`src/rtl/db15_joy_responder.sv`:
```
// rtl/db15_joy_responder.sv - device end of the serial DB15 joystick link
// Snapshots two player words on load and shifts them out LSB first, active-low.
module db15_joy_responder #(
   parameter int FRAME_BITS  = 16,
   parameter int SYNC_STAGES = 2
) (
   input  logic                              clk_sys,
   input  logic                              reset_n,
   input  logic [FRAME_BITS-1:0]             joystick1,
   input  logic [FRAME_BITS-1:0]             joystick2,
   input  logic                              joy_load_in,
   input  logic                              joy_clk_in,
   output logic                              joy_data_out,
   output logic                              frame_done,
   output logic [$clog2(2*FRAME_BITS):0]     bit_cnt
);

   localparam int TOTAL = 2 * FRAME_BITS;
   localparam int CNT_W = $clog2(TOTAL) + 1;
   localparam logic [CNT_W-1:0] CNT_MAX    = CNT_W'(TOTAL);
   localparam logic [CNT_W-1:0] CNT_PRELST = CNT_W'(TOTAL - 2);

   localparam logic ST_LOAD  = 1'b0;
   localparam logic ST_SHIFT = 1'b1;

   logic [SYNC_STAGES-1:0] load_sync;
   logic [SYNC_STAGES-1:0] clk_sync;
   logic                   clk_prev;
   logic                   state;
   logic [TOTAL-1:0]       sr;
   logic                   armed;
   logic                   done_pend;

   logic load_s;
   logic clk_s;
   logic clk_rise;

   assign load_s   = load_sync[SYNC_STAGES-1];
   assign clk_s    = clk_sync[SYNC_STAGES-1];
   assign clk_rise = clk_s & ~clk_prev;

   // sr holds the frame already inverted (1 = released) so ones shift in as released
   always_ff @(posedge clk_sys or negedge reset_n) begin
      if (!reset_n) begin
         load_sync    <= '1;
         clk_sync     <= '1;
         clk_prev     <= 1'b1;
         state        <= ST_SHIFT;
         sr           <= '1;
         bit_cnt      <= '0;
         armed        <= 1'b0;
         done_pend    <= 1'b0;
         frame_done   <= 1'b0;
         joy_data_out <= 1'b1;
      end else begin
         load_sync  <= {load_sync[SYNC_STAGES-2:0], joy_load_in};
         clk_sync   <= {clk_sync[SYNC_STAGES-2:0], joy_clk_in};
         clk_prev   <= clk_s;
         frame_done <= done_pend;
         done_pend  <= 1'b0;
         if (!load_s) begin
            state        <= ST_LOAD;
            sr           <= ~{joystick2, joystick1};
            bit_cnt      <= '0;
            armed        <= 1'b0;
            joy_data_out <= ~joystick1[0];
         end else begin
            state        <= ST_SHIFT;
            joy_data_out <= sr[0];
            if (state == ST_LOAD)
               armed <= 1'b1;
            if (clk_rise) begin
               sr <= {1'b1, sr[TOTAL-1:1]};
               if (bit_cnt != CNT_MAX)
                  bit_cnt <= bit_cnt + 1'b1;
               // done is delayed one cycle to line up with the registered data output
               if (armed && bit_cnt == CNT_PRELST) begin
                  done_pend <= 1'b1;
                  armed     <= 1'b0;
               end
            end
         end
      end
   end

endmodule

```
`config.mk`:
```
export PLATFORM = sky130hd
export DESIGN_NAME = db15_joy_responder
export DESIGN_NICKNAME = d
export VERILOG_FILES = /design/src/rtl/db15_joy_responder.sv
export SDC_FILE = /design/constraint.sdc
export NUM_CORES = 1
export LEC_CHECK = 0
export ABC_AREA = 0
export ABC_CLOCK_PERIOD_IN_PS = 1250
export BUFFER_PORTS_ARGS = -buffer_cell sky130_fd_sc_hd__buf_2
export CELL_PAD_IN_SITES_DETAIL_PLACEMENT = 0
export CELL_PAD_IN_SITES_GLOBAL_PLACEMENT = 1
export CORE_ASPECT_RATIO = 1.25
export CORE_MARGIN = 2
export CORE_UTILIZATION = 30
export CTS_CLUSTER_DIAMETER = 200
export DETAILED_ROUTE_END_ITERATION = 8
export PLACE_DENSITY_LB_ADDON = 0.1
export SLEW_MARGIN = 20
export SYNTH_ARGS = -nofsm -noshare
export SYNTH_HDL_FRONTEND = slang
export SYNTH_SLANG_ARGS = --single-unit
```
`constraint.sdc`:
```
create_clock -name clk_sys -period 1.25 [get_ports clk_sys]
set_clock_uncertainty 0.05 [all_clocks]
set_input_delay 0.25 -clock clk_sys [delete_from_list [all_inputs] [get_ports clk_sys]]
set_output_delay 0.25 -clock clk_sys [all_outputs]
set_load 0.03 [all_outputs]
```
==> impl_metrics.tcl, run 1 <==
set metrics [dict create \
    layout_common_cells "mux2i_1 (62), dfstp_2 (39), buf_2 (37)" \
    drt_iter0_markers 14 \
    synth_area_per_cell_um2 13.80 \
    cts_tree "yes" \
    clkTransAtPathRegs_ns 0.09 \
    synthCells 162 \
    cts_root_buffer "clkbuf_8" \
    endpoint_kind "flop" \
    crit_path_max_fanout 5 \
    hold_viol 0 \
    rows 35 \
    place_congestion 0.8145 \
    hold_depth 2 \
    crit_type "reg -> reg" \
    cp.arrival_ns 1.54 \
    ant_nets 0 \
    routedWlPerCell_um 14.58 \
    period_needed_ns 1.369 \
    antenna_found_initial 0 \
    setup_slack_ns -0.1187 \
    path_buf_inv 0 \
    setup_viol 41 \
    drv_slew 0 \
    regArea_um2 1257 \
    max_stage_delay_ns 0.60 \
    initial_core_util_pct 30.57 \
    post-route-util_pct 42.36 \
    nNetsFinal 269 \
    yosys_warnings 0 \
    fp.dieH_um 100.5 \
    max_freq_ghz 0.7306 \
    cts_buffers 5 \
    hold_class "in -> reg" \
    rsz0062_at_grt "yes" \
    placed_cells 302 \
    io_buffers 43 \
    overflow 0 \
    ys_types 28 \
    wirelength_um 4709 \
    synth-seq-cells 48 \
    irDropWorstVdd_v 0.0006149 \
    met1_usage_pct 13.96 \
    worst_pin_slew_ns 0.3203 \
    io_pins 44 \
    die_x_um 81.22 \
    layout_commonest_cell "mux2i_1" \
    htreeDepth 2 \
    cp_top_family "flip-flops" \
    netlist_area_um2 2236 \
    hold_end "sr[20]$_DFFE_PN1P_" \
    fillCellCount 674 \
    final-instance-count-excl-fill 323 \
    cts.sinks 48 \
    viasPerCell 4.591 \
    drive_gt1_share_pct 57.58 \
    multi_input_area_um2 996.0 \
    cp.required_ns 1.42 \
    syn2layout_area_growth_pct 38.56 \
    insertion_delay_ns 0.29 \
    synth_seq_area_share_pct 55.90 \
    timing.rr.end "bit_cnt[2]$_DFFE_PN0P_" \
    firstDrtPassIters 4 \
    met3_usage_pct 3.136 \
    num_antenna_cells 0 \
    num_vias 1483 \
    status "finished with violations" \
    grt_pass1_vias 1619 \
    grt_max_degree 28 \
    post-route-drc-count 0 \
    max-slew-margin-rel_pct 78.65 \
    cts_buffer_depth 2 \
    slowest_stage "dfstp_2" \
    power_leakage_nw 1.495 \
    crit_chain "nand3b_1 -> or3b_1 -> o21ai_1" \
    core_um2 7313 \
    cap_violations 0 \
    busiest_layer "met2" \
    regToRegSetupSlack_ns -0.12 \
    grt_use_met2_pct 21.23 \
    start_kind "flop" \
    violations "setup timing" \
    pwr_density_cell_nw_per_um2 1175 \
    grt_pass1_wl_um 7507 \
    reg2reg_depth 3 \
    period_share_pct 109.5 \
    fp.dieArea_um2 8164 \
    synth_fp_nets 201 \
    grt_use_total_pct 12.01 \
    hpwlAfterDp_um 3224 \
    worstHoldStart "joystick2[4]" \
    r2r-start "clk_sync[1]$_DFF_PN1_" \
]
## cells by family (layout without fill, tap and decap cells)
family | Yosys count | in the layout | share of synthesized area, %
flops | 48 | 48 | 55.90
compound gates | 13 | 13 | 4.141
fa+ha+maj | 3 | 3 | 1.679
simple gates | 22 | 23 | 6.211
buf+inv | 13 | 81 | 3.861
mux | 63 | 63 | 28.20
## power by group
group          switching, mW  internal [mW]  total [mW]  leakage [nW]
clock                  0.503          0.706        1.21        0.0645
sequential            0.0874           1.81        1.89         0.524
combinational          0.238          0.301       0.539         0.907
total                  0.828           2.81        3.64          1.50
## through the flow
step | instance area [um^2] | TNS [ns] | power (mW) | worst slack [ns] | hold slack [ns]
final | 3098 | -2.433 | 3.641 | -0.1187 | 0.02406
after global routing | 3098 | -4.989 | 3.840 | -0.1670 | 0.007999
after CTS | 3000 | -2.367 | 3.686 | -0.1249 | 0.007963
after detailed placement | 2723 | -3.107 | 2.407 | -0.1334 | 0.2975
after global placement | 2723 | -2.268 | 2.382 | -0.1294 | 0.2825
after floorplan | 2300 | -1.205 | 2.205 | -0.08057 | -0.09559
## flip-flops by register name, summed over array words and instances, names as in the netlist
name and flops:
armed 1, joy_data_out 1, clk_prev 1, frame_done 1
clk_sync 2, state 1, done_pend 1, bit_cnt 6
load_sync 2, sr 32
## per-layer routing
layer | wire length [um] | share of wire (%) | vias up
met5 | 0 | 0 | -
met4 | 65 | 1.4 | 0
met3 | 171 | 3.6 | 6
met2 | 2475 | 53 | 32
met1 | 1996 | 42 | 723
li1 | - | - | 722
## Yosys cell counts
cell,count,area [um^2]
buf_2,6,30.03
inv_1,3,11.26
o21ai_0,4,20.02
dfrtp_1,9,225.2
nor2b_1,1,6.260
a21oi_1,1,5.000
nand2b_1,2,12.51
o41ai_2,1,16.27
nor4b_2,1,15.01
nor4_2,1,12.51
or3_1,2,12.51
a32oi_1,1,8.760
ha_1,3,37.54
a21boi_1,2,15.01
o21ai_1,1,5.000
nor2_1,1,3.750
nand2_1,3,11.26
and3_1,2,12.51
nand3_1,6,30.03
nand3b_1,1,7.510
or3b_1,1,8.760
buf_6,4,45.04
mux2i_1,63,630.6
o211ai_1,1,7.510
nand4_1,1,6.260
dfstp_2,39,1025
o311ai_1,1,8.760
o22ai_1,1,6.260
## how the worst max path moves through the flow
stage,from,to,slack [ns],cells past startpoint
floorplan,bit_cnt[0]$_DFFE_PN0P_,bit_cnt[2]$_DFFE_PN0P_,-0.08,4
global placement,clk_sync[1]$_DFF_PN1_,bit_cnt[2]$_DFFE_PN0P_,-0.13,3
detailed placement,clk_sync[1]$_DFF_PN1_,done_pend$_DFF_PN0_,-0.13,3
CTS,clk_sync[1]$_DFF_PN1_,bit_cnt[2]$_DFFE_PN0P_,-0.12,3
global route,bit_cnt[4]$_DFFE_PN0P_,bit_cnt[0]$_DFFE_PN0P_,-0.17,4
finish,clk_sync[1]$_DFF_PN1_,bit_cnt[2]$_DFFE_PN0P_,-0.12,3
## repair_timing
action                                 in CTS  in global routing
gates resized for setup                    22                  8
gates cloned                                1                  2
pin swaps                                   3                  1
buffers inserted                            6                  1
hold buffers                                2                  1
endpoints found under the hold margin       2                  1
setup endpoints to repair                  43                 46
## cell type report
| class | instances | share of cell area, % |
|---|---|---|
| repair buffers | 70 | 19.10 |
| multi-input cells | 102 | 32.15 |
| flip-flops and latches | 48 | 40.59 |
| well taps | 92 | 3.716 |
| clock buffers | 7 | 3.110 |
| inverters | 3 | 0.3635 |
| clock inverters | 1 | 0.9693 |
Note: power is estimated with default switching activity, not from simulation.
==> run 2, diff against run 1 <==
--- a/config.mk
+++ b/config.mk
@@ -11,11 +11,11 @@
 export CELL_PAD_IN_SITES_DETAIL_PLACEMENT = 0
 export CELL_PAD_IN_SITES_GLOBAL_PLACEMENT = 1
 export CORE_ASPECT_RATIO = 1.25
-export CORE_MARGIN = 2
+export CORE_MARGIN = 5
 export CORE_UTILIZATION = 30
 export CTS_CLUSTER_DIAMETER = 200
 export DETAILED_ROUTE_END_ITERATION = 8
-export PLACE_DENSITY_LB_ADDON = 0.1
+export PLACE_DENSITY = 0.58
 export SLEW_MARGIN = 20
 export SYNTH_ARGS = -nofsm -noshare
 export SYNTH_HDL_FRONTEND = slang
==> run 2 against run 1 <==
The flow still finishes with violations (setup timing). Register-to-register slack got worse by 0.02 ns. Cell count is 1.5% higher. Sequential power is essentially flat. Die area increased by 14%. Worst setup slack worse by 0.015 ns. Combinational power is 1% lower. Clock-buffer cell count is the same. Utilization about the same. Global-route usage fell by 1.5 points. Fmax down 1.1%.
==> impl_metrics.tcl, run 2 (synthesized netlist as in run 1, its figures left out) <==
set metrics [dict create \
    status "finished with violations" \
    violations "setup timing" \
    drt_iter0_markers 31 \
    final_cell_area_um2 3100 \
    insertion_delay_ns 0.30 \
    regArea_um2 1257 \
    irDropWorstVdd_v 0.0005508 \
    grt_pass1_wl_um 7590 \
    viasPerCell 4.521 \
    crit_type "reg -> reg" \
    wirelength_um 4727 \
    num_antenna_cells 0 \
    cts_tree "yes" \
    multi_input_area_um2 1005 \
    setup_slack_ns -0.1341 \
    rows 35 \
    io_pins 44 \
    drv_slew 0 \
    period_share_pct 110.7 \
    die_x_um 87.22 \
    layout_common_cells "mux2i_1 (62), dfstp_2 (39), buf_2 (36)" \
    rsz0062_at_grt "yes" \
    fp.dieH_um 106.5 \
    core_um2 7313 \
    grt_use_total_pct 10.53 \
    dpl-instance-area_um2 2713 \
    period_needed_ns 1.384 \
    pwr_density_cell_nw_per_um2 1090 \
    p_total_mw 3.379 \
    firstDrtPassIters 3 \
    pre_cts_slack_ns -0.1336 \
    cp.required_ns 1.42 \
    routedWlPerCell_um 14.41 \
    max_freq_ghz 0.7225 \
    post-route-drc-count 0 \
    drive_gt1_share_pct 58.47 \
    setup_viol 44 \
    fillCellCount 698 \
    post-route-util_pct 42.40 \
    initial_core_util_pct 30.57 \
    placed_cells 304 \
    worst_pin_slew_ns 0.2715 \
    num_vias 1483 \
    syn2layout_area_growth_pct 38.67 \
    met1_usage_pct 13.21 \
    busiest_layer "met2" \
    seqPwrFrac_pct 55.9 \
    overflow 0 \
    grt_max_degree 49 \
    pwr-share-comb_pct 15.7 \
    clkTransAtPathRegs_ns 0.09 \
    grt_use_met2_pct 17.75 \
    hpwlAfterDp_um 3143 \
    met3_usage_pct 2.636 \
    ant_nets 0 \
    grt_pass1_vias 1536 \
    crit_path_max_fanout 10 \
    regToRegSetupSlack_ns -0.13 \
    cts_buffers 5 \
    nNetsFinal 274 \
    setup_tns_ns -3.342 \
    largest_register_ffs 32 \
    io_buffers 43 \
    cp.arrival_ns 1.55 \
    whs_ns 0.02044 \
    switching_power_mw 0.8308 \
    power_leakage_nw 1.501 \
    max-slew-margin-rel_pct 81.90 \
    layout_commonest_cell "mux2i_1" \
    hold_class "in -> reg" \
    antenna_found_initial 0 \
    cap_violations 0 \
    fp.dieArea_um2 9290 \
    cts_buffer_depth 2 \
    endpoint_kind "flop" \
    hold_viol 0 \
    htreeDepth 2 \
    cts.sinks 48 \
    cts_root_buffer "clkbuf_8" \
    final-instance-count-excl-fill 328 \
    internal_power_mw 2.548 \
    regMostFlops "sr" \
    switching_share_pct 24.59 \
    clkPwrFrac_pct 28.4 \
    start_kind "flop" \
    reg.largest.list "sr: 32 flops, bit_cnt: 6 flops" \
    place_congestion 0.7007 \
]
-- run 2: layer usage --
layer	vias up	part of all wire [%]
met5	-	0
met4	0	1.3
met3	5	4.1
met2	29	52
met1	716	43
li1	733	-
-- run 2: critical path, cell delays in order (launching register included) --
cell and delay [ns]:
dfstp_2 0.57, buf_4 0.12, nand2b_4 0.11, buf_12 0.18, mux2i_2 0.18, mux2i_1 0.09
-- run 2: worst paths after layout --
check                                      startpoint                endpoint  cells past startpoint
max in group asynchronous                     reset_n   clk_sync[0]$_DFF_PN1_                      3
worst min-delay path                     joystick2[5]      sr[21]$_DFFE_PN1P_                      2
worst max-delay path            clk_sync[1]$_DFF_PN1_      sr[28]$_DFFE_PN1P_                      5
worst min register to register  clk_sync[0]$_DFF_PN1_   clk_sync[1]$_DFF_PN1_                      0
worst max register to register  clk_sync[1]$_DFF_PN1_      sr[28]$_DFFE_PN1P_                      5
min in group asynchronous                     reset_n  bit_cnt[1]$_DFFE_PN0P_                      3
-- run 2: layout make-up --
class,instances,area share [%]
clock inverter,1,0.2421
inverter,3,0.4439
tap,92,3.713
timing repair buffer,75,19.85
multi-input combinational,102,32.41
sequential,48,40.56
clock buffer,7,2.785
-- run 2: power groups by stage --
stage	clock network (mW)	registers (mW)	logic, mW
final	0.958	1.89	0.531
after global routing	1.08	1.92	0.591
after detailed placement	0	1.91	0.480
after CTS	1.02	1.89	0.521
after global placement	0	1.91	0.474
after floorplan	0	1.90	0.301
-- run 2: repair_timing --
action,CTS,global route
hold buffers,2,1
endpoints found under the setup margin,47,48
cloned,2,0
setup buffers,6,5
resized for setup,25,15
pin swaps,3,6
hold endpoints to repair,10,1
